<file path="src/rtl/amba_pkg.sv">
// Shared AHB-Lite definitions for the bus masters and slaves on this fabric.
package amba_pkg;

  localparam int AWIDTH = 32;
  localparam int DWIDTH = 32;

  // Largest legal HSIZE for this data bus width.
  localparam int MAX_SIZE = $clog2(DWIDTH / 8);

  typedef enum logic [1:0] {
    IDLE   = 2'b00,
    BUSY   = 2'b01,
    NONSEQ = 2'b10,
    SEQ    = 2'b11
  } htrans_t;

  localparam logic [2:0] HBURST_SINGLE = 3'b000;
  localparam logic [2:0] HBURST_INCR   = 3'b001;

  localparam logic HRESP_OKAY  = 1'b0;
  localparam logic HRESP_ERROR = 1'b1;

endpackage

</file>
<file path="src/rtl/amba_master_cmd.sv">
// AHB-Lite initiator: runs one local command as a single or INCR burst,
// handling wait states, write-data starvation, 1KB splits and ERROR aborts.
module amba_master_cmd
  import amba_pkg::*;
#(
  parameter int MAX_LEN = 16,
  parameter int LEN_W   = $clog2(MAX_LEN + 1)
) (
  input  logic              clk,
  input  logic              rst,
  input  logic              cmd_valid,
  output logic              cmd_ready,
  input  logic              cmd_write,
  input  logic [AWIDTH-1:0] cmd_addr,
  input  logic [2:0]        cmd_size,
  input  logic [LEN_W-1:0]  cmd_len,
  input  logic [DWIDTH-1:0] wdata,
  input  logic              wdata_valid,
  output logic              wdata_ready,
  output logic [DWIDTH-1:0] rdata,
  output logic              rdata_valid,
  output logic              done,
  output logic              err,
  output logic [AWIDTH-1:0] haddr,
  output logic [1:0]        htrans,
  output logic              hwrite,
  output logic [2:0]        hsize,
  output logic [2:0]        hburst,
  output logic [DWIDTH-1:0] hwdata,
  input  logic              hready,
  input  logic              hresp,
  input  logic [DWIDTH-1:0] hrdata
);

  typedef enum logic [1:0] {ST_IDLE, ST_ADDR, ST_DATA, ST_ERR} state_t;

  state_t            state_q,  state_d;
  logic [AWIDTH-1:0] haddr_q,  haddr_d;
  logic              hwrite_q, hwrite_d;
  logic [2:0]        hsize_q,  hsize_d;
  logic [2:0]        hburst_q, hburst_d;
  logic [DWIDTH-1:0] hwdata_q, hwdata_d;
  logic [LEN_W-1:0]  len_q,    len_d;
  logic [LEN_W-1:0]  issued_q, issued_d;
  logic              dphase_q, dphase_d;
  logic              nonseq_q, nonseq_d;
  logic              done_q,   done_d;
  logic              err_q,    err_d;

  htrans_t           trans;
  logic [AWIDTH-1:0] next_addr;
  logic [LEN_W-1:0]  issued_inc;
  logic              beat_avail;
  logic              data_err;

  assign next_addr  = haddr_q + (AWIDTH'(1) << hsize_q);
  assign issued_inc = issued_q + LEN_W'(1);
  // A write beat may only be offered to the bus once its data is on hand.
  assign beat_avail = !hwrite_q || wdata_valid;
  assign data_err   = dphase_q && (hresp == HRESP_ERROR) && !hready;

  always_comb begin
    // NOTE: every combinational output gets a default first, so no path leaves one unassigned and infers a latch.
    state_d     = state_q;
    haddr_d     = haddr_q;
    hwrite_d    = hwrite_q;
    hsize_d     = hsize_q;
    hburst_d    = hburst_q;
    hwdata_d    = hwdata_q;
    len_d       = len_q;
    issued_d    = issued_q;
    dphase_d    = dphase_q;
    nonseq_d    = nonseq_q;
    done_d      = 1'b0;
    err_d       = 1'b0;
    cmd_ready   = 1'b0;
    wdata_ready = 1'b0;
    rdata_valid = 1'b0;
    trans       = IDLE;

    unique case (state_q)
      ST_IDLE: begin
        cmd_ready = 1'b1;
        if (cmd_valid) begin
          if (cmd_len == '0) begin
            done_d = 1'b1;
          end else if (cmd_size > 3'(MAX_SIZE)) begin
            done_d = 1'b1;
            err_d  = 1'b1;
          end else begin
            state_d  = ST_ADDR;
            haddr_d  = cmd_addr;
            hwrite_d = cmd_write;
            hsize_d  = cmd_size;
            hburst_d = (cmd_len == LEN_W'(1)) ? HBURST_SINGLE : HBURST_INCR;
            len_d    = cmd_len;
            issued_d = '0;
            dphase_d = 1'b0;
            nonseq_d = 1'b1;
          end
        end
      end

      ST_ADDR: begin
        rdata_valid = dphase_q && !hwrite_q && hready && (hresp == HRESP_OKAY);
        if (data_err) begin
          // Cancel the pending address phase in the first ERROR cycle.
          state_d  = ST_ERR;
          dphase_d = 1'b0;
        end else begin
          if (beat_avail) trans = nonseq_q ? NONSEQ : SEQ;
          else            trans = (issued_q == '0) ? IDLE : BUSY;
          if (hready) begin
            dphase_d = beat_avail;
            if (beat_avail) begin
              wdata_ready = hwrite_q;
              if (hwrite_q) hwdata_d = wdata;
              issued_d = issued_inc;
              if (issued_inc == len_q) begin
                state_d = ST_DATA;
              end else begin
                haddr_d  = next_addr;
                nonseq_d = next_addr[10] != haddr_q[10];
              end
            end
          end
        end
      end

      ST_DATA: begin
        rdata_valid = !hwrite_q && hready && (hresp == HRESP_OKAY);
        if (data_err) begin
          state_d  = ST_ERR;
          dphase_d = 1'b0;
        end else if (hready) begin
          state_d  = ST_IDLE;
          dphase_d = 1'b0;
          done_d   = 1'b1;
          err_d    = (hresp == HRESP_ERROR);
        end
      end

      ST_ERR: begin
        if (hready) begin
          state_d = ST_IDLE;
          done_d  = 1'b1;
          err_d   = 1'b1;
        end
      end

      default: state_d = ST_IDLE;
    endcase
  end

  // NOTE: sequential state uses non-blocking assignments so every flop samples the pre-edge values.
  always_ff @(posedge clk or posedge rst) begin
    if (rst) begin
      state_q  <= ST_IDLE;
      haddr_q  <= '0;
      hwrite_q <= 1'b0;
      hsize_q  <= '0;
      hburst_q <= '0;
      hwdata_q <= '0;
      len_q    <= '0;
      issued_q <= '0;
      dphase_q <= 1'b0;
      nonseq_q <= 1'b0;
      done_q   <= 1'b0;
      err_q    <= 1'b0;
    end else begin
      state_q  <= state_d;
      haddr_q  <= haddr_d;
      hwrite_q <= hwrite_d;
      hsize_q  <= hsize_d;
      hburst_q <= hburst_d;
      hwdata_q <= hwdata_d;
      len_q    <= len_d;
      issued_q <= issued_d;
      dphase_q <= dphase_d;
      nonseq_q <= nonseq_d;
      done_q   <= done_d;
      err_q    <= err_d;
    end
  end

  assign htrans = trans;
  assign haddr  = haddr_q;
  assign hwrite = hwrite_q;
  assign hsize  = hsize_q;
  assign hburst = hburst_q;
  assign hwdata = hwdata_q;
  assign rdata  = hrdata;
  assign done   = done_q;
  assign err    = err_q;

endmodule

</file>
<file path="config.mk">
export PLATFORM = sky130hd
export DESIGN_NAME = amba_master_cmd
export DESIGN_NICKNAME = d
export VERILOG_FILES = /design/src/rtl/amba_pkg.sv /design/src/rtl/amba_master_cmd.sv
export SDC_FILE = /design/constraint.sdc
export NUM_CORES = 1
export LEC_CHECK = 0
export CAP_MARGIN = 0
export CORE_MARGIN = 2
export CORE_UTILIZATION = 43
export DETAILED_ROUTE_END_ITERATION = 10
export PLACE_DENSITY_LB_ADDON = 0.12
export SLEW_MARGIN = 10
export SYNTH_ARGS = -nofsm -noshare
export SYNTH_HDL_FRONTEND = slang
export SYNTH_SLANG_ARGS = --single-unit
</file>
<file path="constraint.sdc">
create_clock -name clk -period 3.64 [get_ports clk]
set_input_delay 0.728 -clock clk [delete_from_list [all_inputs] [get_ports clk]]
set_output_delay 0.728 -clock clk [all_outputs]
set_load 0.1 [all_outputs]
</file>
; ---- Word-level counts from Yosys, hierarchy flattened
; Index checks and enable logic that the tools add are counted.
[op_classes]
addsub = 2
bitwise_logic = 4
n_reduce_logical = 21
mux = 64
eq_ne = 17
magnitude_cmp = 1
n_shift = 1
[op_table]
columns = op, count
row1 = 32-bit 2-to-1 mux, 7
row2 = 32-bit case mux with 2 select lines, 1
row3 = 32-bit adder, 1
row4 = "1-bit by 3-bit << shifter with 32-bit output, first input constant", 1
row5 = 1-bit 2-to-1 mux, 31
row6 = 5-bit 2-to-1 mux, 6
row7 = 2-bit 2-to-1 mux, 12
row8 = "2-bit inequality test, second input constant", 7
row9 = "3-bit inequality test, second input constant", 4
row10 = 6-bit AND reduction, 2
row11 = 5-bit logical NOT, 2
row12 = 5-bit case mux with 2 select lines, 1
row13 = 1-bit case mux with 3 select lines, 3
row14 = 2-bit case mux with 4 select lines, 1
row15 = 8-bit AND reduction, 1
row16 = 1-bit logical AND, 7
row17 = 7-bit AND reduction, 1
row18 = "5-bit by 1-bit adder with 5-bit output, second input constant", 1
row19 = "5-bit by 1-bit equality test with 1-bit output, second input constant", 1
row20 = 5-bit equality test, 1
row21 = 5-bit AND reduction, 1
row22 = "2-bit equality test, second input constant", 2
row23 = 1-bit inverter, 4
row24 = 1-bit case mux with 2 select lines, 2
row25 = 9 further kinds, 10
[totals]
input_bits = 111
regBits = 87
output_inout_bits = 110

; ---- Depth between registers and ports, before layout
[logic_depth]
depth_word = 8
depth_mapped = 11

; ---- Least setup slack after synthesis
; Ideal clock, no wire load.
[synth_path]
kind = reg2out
startpoint = register hwrite_q, in the netlist hwrite
endpoint = output rdata_valid
required_ps = 2912
path_stages_with_launch = 2
path_buffers = 0
slack_ps = -887
t_arrival_ps = 3799
cell_sequence = dfrtp_1 nor4_1
[synth_between]
elab_chain_len = 5
elab_cells_between_ends = 7
[synth_lines]
columns = element, line_no
row1 = "start, declared", amba_master_cmd.sv:39  ; logic hwrite_q, hwrite_d;
row2 = "start signal, assigned", amba_master_cmd.sv:173  ; hwrite_q <= hwrite_d;
row3 = 1-bit logical NOT (*), "amba_master_cmd.sv:105, amba_master_cmd.sv:131"
row4 = 1-bit logical AND (3 in series), amba_master_cmd.sv:105  ; rdata_valid = dphase_q && !hwrite_q && hready && (hresp == HRESP_OKAY);
row5 = 1-bit case mux with 2 select lines (*), amba_master_cmd.sv:81  ; unique case (state_q)
row6 = "end, declared", amba_master_cmd.sv:21  ; output logic rdata_valid,
; Mark *: on every way between the ends. The rest lies on a longest branch, timed or not.

; ---- Final worst setup path
[layout_path]
startpoint = register hsize_q[1], in the netlist hsize[1]
endpoint = register haddr_q[30], in the netlist haddr[30]
[layout_between]
elab_chain_len = 7
[layout_lines]
columns = element, line_no
row1 = "start, declared", amba_master_cmd.sv:40  ; logic [2:0] hsize_q, hsize_d;
row2 = "start signal, assigned", amba_master_cmd.sv:174  ; hsize_q <= hsize_d;
row3 = 1-bit by 3-bit << shifter with 32-bit output, amba_master_cmd.sv:56  ; assign next_addr = haddr_q + (AWIDTH'(1) << hsize_q);
row4 = 32-bit adder, amba_master_cmd.sv:56
row5 = 32-bit 2-to-1 mux, amba_master_cmd.sv:119  ; if (issued_inc == len_q) begin
row6 = 32-bit 2-to-1 mux, amba_master_cmd.sv:115  ; if (beat_avail) begin
row7 = 32-bit 2-to-1 mux, amba_master_cmd.sv:113  ; if (hready) begin
row8 = 32-bit 2-to-1 mux, amba_master_cmd.sv:106  ; if (data_err) begin
row9 = 32-bit case mux with 2 select lines, amba_master_cmd.sv:81
row10 = "end signal, assigned", amba_master_cmd.sv:172  ; haddr_q <= haddr_d;
row11 = "end, declared", amba_master_cmd.sv:38  ; logic [AWIDTH-1:0] haddr_q, haddr_d;
; No other way between the ends. The select of a mux whose other input is x is not followed.
; A chain may end at the register's enable or synchronous reset.

==> results.py <==
metrics = {
    "sta": {
        "slew_viol_final": 0,
        "period_minus_slack_ns": 3.09,
        "setup_tns_ns": 0,
        "worstMarginPinSlew_ns": 1.01,
        "finalHoldViolCount": 0,
        "setup_viol": 0,
        "clock_skew_ns": 0.00483,
        "rsz0062_at_grt": "false",
        "period_share_pct": 85.0,
        "max_freq_ghz": 0.323,
        "slew_headroom_pct": 32.6,
        "hold_slack_ns": 0.471,
    },
    "clock_network": {
        "clk_pin_slew_ns": 0.07,
        "numCtsBuffers": 9,
        "cts_resized": 0,
        "cts_tree": "built",
        "hold_buffers": 0,
        "root_buffer": "clkbuf_16",
        "cts.htree.levels": 3,
        "clk_path_buf_depth": 2,
        "clkSinkCount": 85,
        "postCtsSetupBuffers": 0,
        "clk_latency_ns": 0.34,
    },
    "global_routing": {
        "antenna_found_initial": 0,
        "grt_overflow": 0,
        "grt_pass1_wl_mm": 23.4,
        "grt_util_all_layers_pct": 22.7,
        "grt_max_degree": 53,
        "grt_pass1_vias": 4645,
    },
    "synth": {
        "ys_seq_elements": 85,
        "synth_seq_area_share_pct": 41.2,
        "async_flop_share_pct": 100,
        "synth_ff_type": "dfrtp_1",
        "synth_edf_count": 0,
        "syn_inst": 580,
        "synth_area_um2": 5170,
        "ys_warn_count": 0,
        "yosysUniqueCellTypes": 74,
        "syn_avg_cell_area_um2": 8.91,
    },
    "route": {
        "first_pass_iters": 5,
        "wire_per_inst_um": 17.4,
        "wirelength_mm": 14.6,
        "vias": 4785,
        "vias_per_cell": 5.67,
        "drt_iter0_markers": 357,
        "drc": 0,
        "ant_nets": 0,
    },
    "critical_path": {
        "cp_num_buf_inv": 0,
        "worstPathRequired_ns": 3.86,
        "worst_setup_path_end_kind": "flip-flop",
        "slowest_stage": "dfrtp_1",
        "path_cells": "nor3_1, ha_1, fa_1, a21o_1, a221oi_1, o21ai_1, o21ai_2, nor4_1, o32a_1",
        "worstPathMaxFanout": 10,
        "cp_num_cells": 9,
        "slowest_delay_ns": 0.49,
        "worstSetupPathType": "reg2reg",
        "setup.worst_path.start_class": "flip-flop",
        "ff2ff_path_depth": 9,
        "crit_family": "compound AO/OA/AOI/OAI gates",
        "cp_data_arrival_time_ns": 3.31,
    },
    "floorplanning": {
        "die_h_um": 114,
        "start_util_pct": 43.6,
        "fp.dieW_um": 114,
        "row_count": 40,
        "core_area_um2": 11900,
        "io_pins": 221,
        "die-area_um2": 12900,
    },
    "final_layout": {
        "drive_above_1_share_pct": 9.18,
        "final_cell_mix": "147 x clkdlybuf4s50_1, 143 x nand2_1, 85 x dfrtp_1",
        "area_growth_pct": 33.5,
        "final_common_cell": "clkdlybuf4s50_1",
        "diodes": 0,
        "fin_cells": 844,
        "final_util_pct": 58.2,
        "finalNetCount": 818,
    },
    "placement": {
        "gp_congestion": 0.911,
        "dp_cells": 828,
        "hpwl_mm": 10.7,
        "io_buffer_count": 154,
    },
    "min_path": {
        "whs_path_depth": 2,
        "hold_class": "reg2reg",
    },
    "run": {
        "cap_violations": 0,
    },
    "run_status": {
        "status": "completed",
    },
}
[logic make-up after synthesis]
kind of cell	count (synthesis)	synth area share, %
buf+inv	71	8.28
mux	15	3.12
other cells	1	0.0726
simple gates	252	22.7
flops	85	41.2
xor+xnor	11	2.16
fa+ha+maj	15	3.78
compound gates	130	18.7
[layout make-up]
| class | count | area [µm²] |
|---|---|---|
| repair buffers | 163 | 1640 |
| well taps | 147 | 184 |
| inverters | 8 | 31.3 |
| clock inverters | 6 | 46.3 |
| fillers | 1073 | 4960 |
| clock buffers | 10 | 239 |
| flip-flops and latches | 85 | 2130 |
| multi-input cells | 425 | 2630 |
[stage by stage]
stage               setup WS [ns]  area [µm²]
floorplan                   0.267        5180
global placement            0.634        6610
detailed placement          0.563        6610
CTS                         0.575        6900
global route                0.394        6900
finish                      0.547        6900
[worst reg2reg max path, delay by kind of cell (launching register included)]
family,cells,cell delay (ns)
AOI/OAI and AO/OA,5,1.62
adders and majority gates,2,0.66
DFF,1,0.49
and+or+nand+nor,2,0.20
[metal layers]
| layer | vias to the layer above | share of wire [%] | global-route usage (%) |
|---|---|---|---|
| li1 | 2266 | - | - |
| met1 | 2303 | 43 | 29.9 |
| met2 | 207 | 47 | 37.0 |
| met3 | 9 | 8.9 | 6.75 |
| met4 | 0 | 0.81 | 5.93 |
| met5 | - | 0 | 0 |
[worst paths after layout]
path                                    to        from  slack (ns)
worst min-delay path            hwdata[22]  hwdata[22]        0.47
worst max-delay path             haddr[30]    hsize[1]        0.55
max in group asynchronous        hwdata[4]         rst        2.03
worst max register to register   haddr[30]    hsize[1]        0.55
worst min register to register  hwdata[22]  hwdata[22]        0.47
min in group asynchronous       hwdata[30]         rst        0.80
[cell usage after synthesis, drive strengths merged (4+ instances only)]
library cell / instances / area [µm²]
a21oi: 26 / 138
nor2: 22 / 85.1
o21ai: 21 / 124
o32a: 4 / 40.0
and2: 4 / 25.0
or3: 7 / 43.8
a41oi: 4 / 35.0
a2bb2oi: 5 / 43.8
o31ai: 4 / 43.8
nor4: 9 / 62.6
buf: 50 / 349
nor3b: 4 / 30.0
and3: 13 / 81.3
clkbuf: 13 / 48.8
xnor2: 9 / 93.8
o311ai: 6 / 52.6
o211ai: 13 / 111
nor3: 9 / 50.1
mux2i: 6 / 60.1
nand3: 19 / 100
ha: 14 / 175
inv: 8 / 30.0
o22ai: 5 / 31.3
dfrtp: 85 / 2130
a21o: 8 / 67.6
nand4: 5 / 31.3
nand2: 143 / 537
nand2b: 6 / 37.5
mux2: 9 / 101
a31oi: 12 / 90.1
[sequential cells by signal, indices dropped and copies added (netlist names), 2 cells and up]
| name | cells |
|---|---|
| len_q | 5 |
| hsize | 3 |
| state_q | 2 |
| issued_q | 5 |
| haddr | 32 |
| hwdata | 32 |
Power is left out: the tool's default activity adds up to more than one toggle a clock period on the data nets, which glitch-free logic cannot reach.
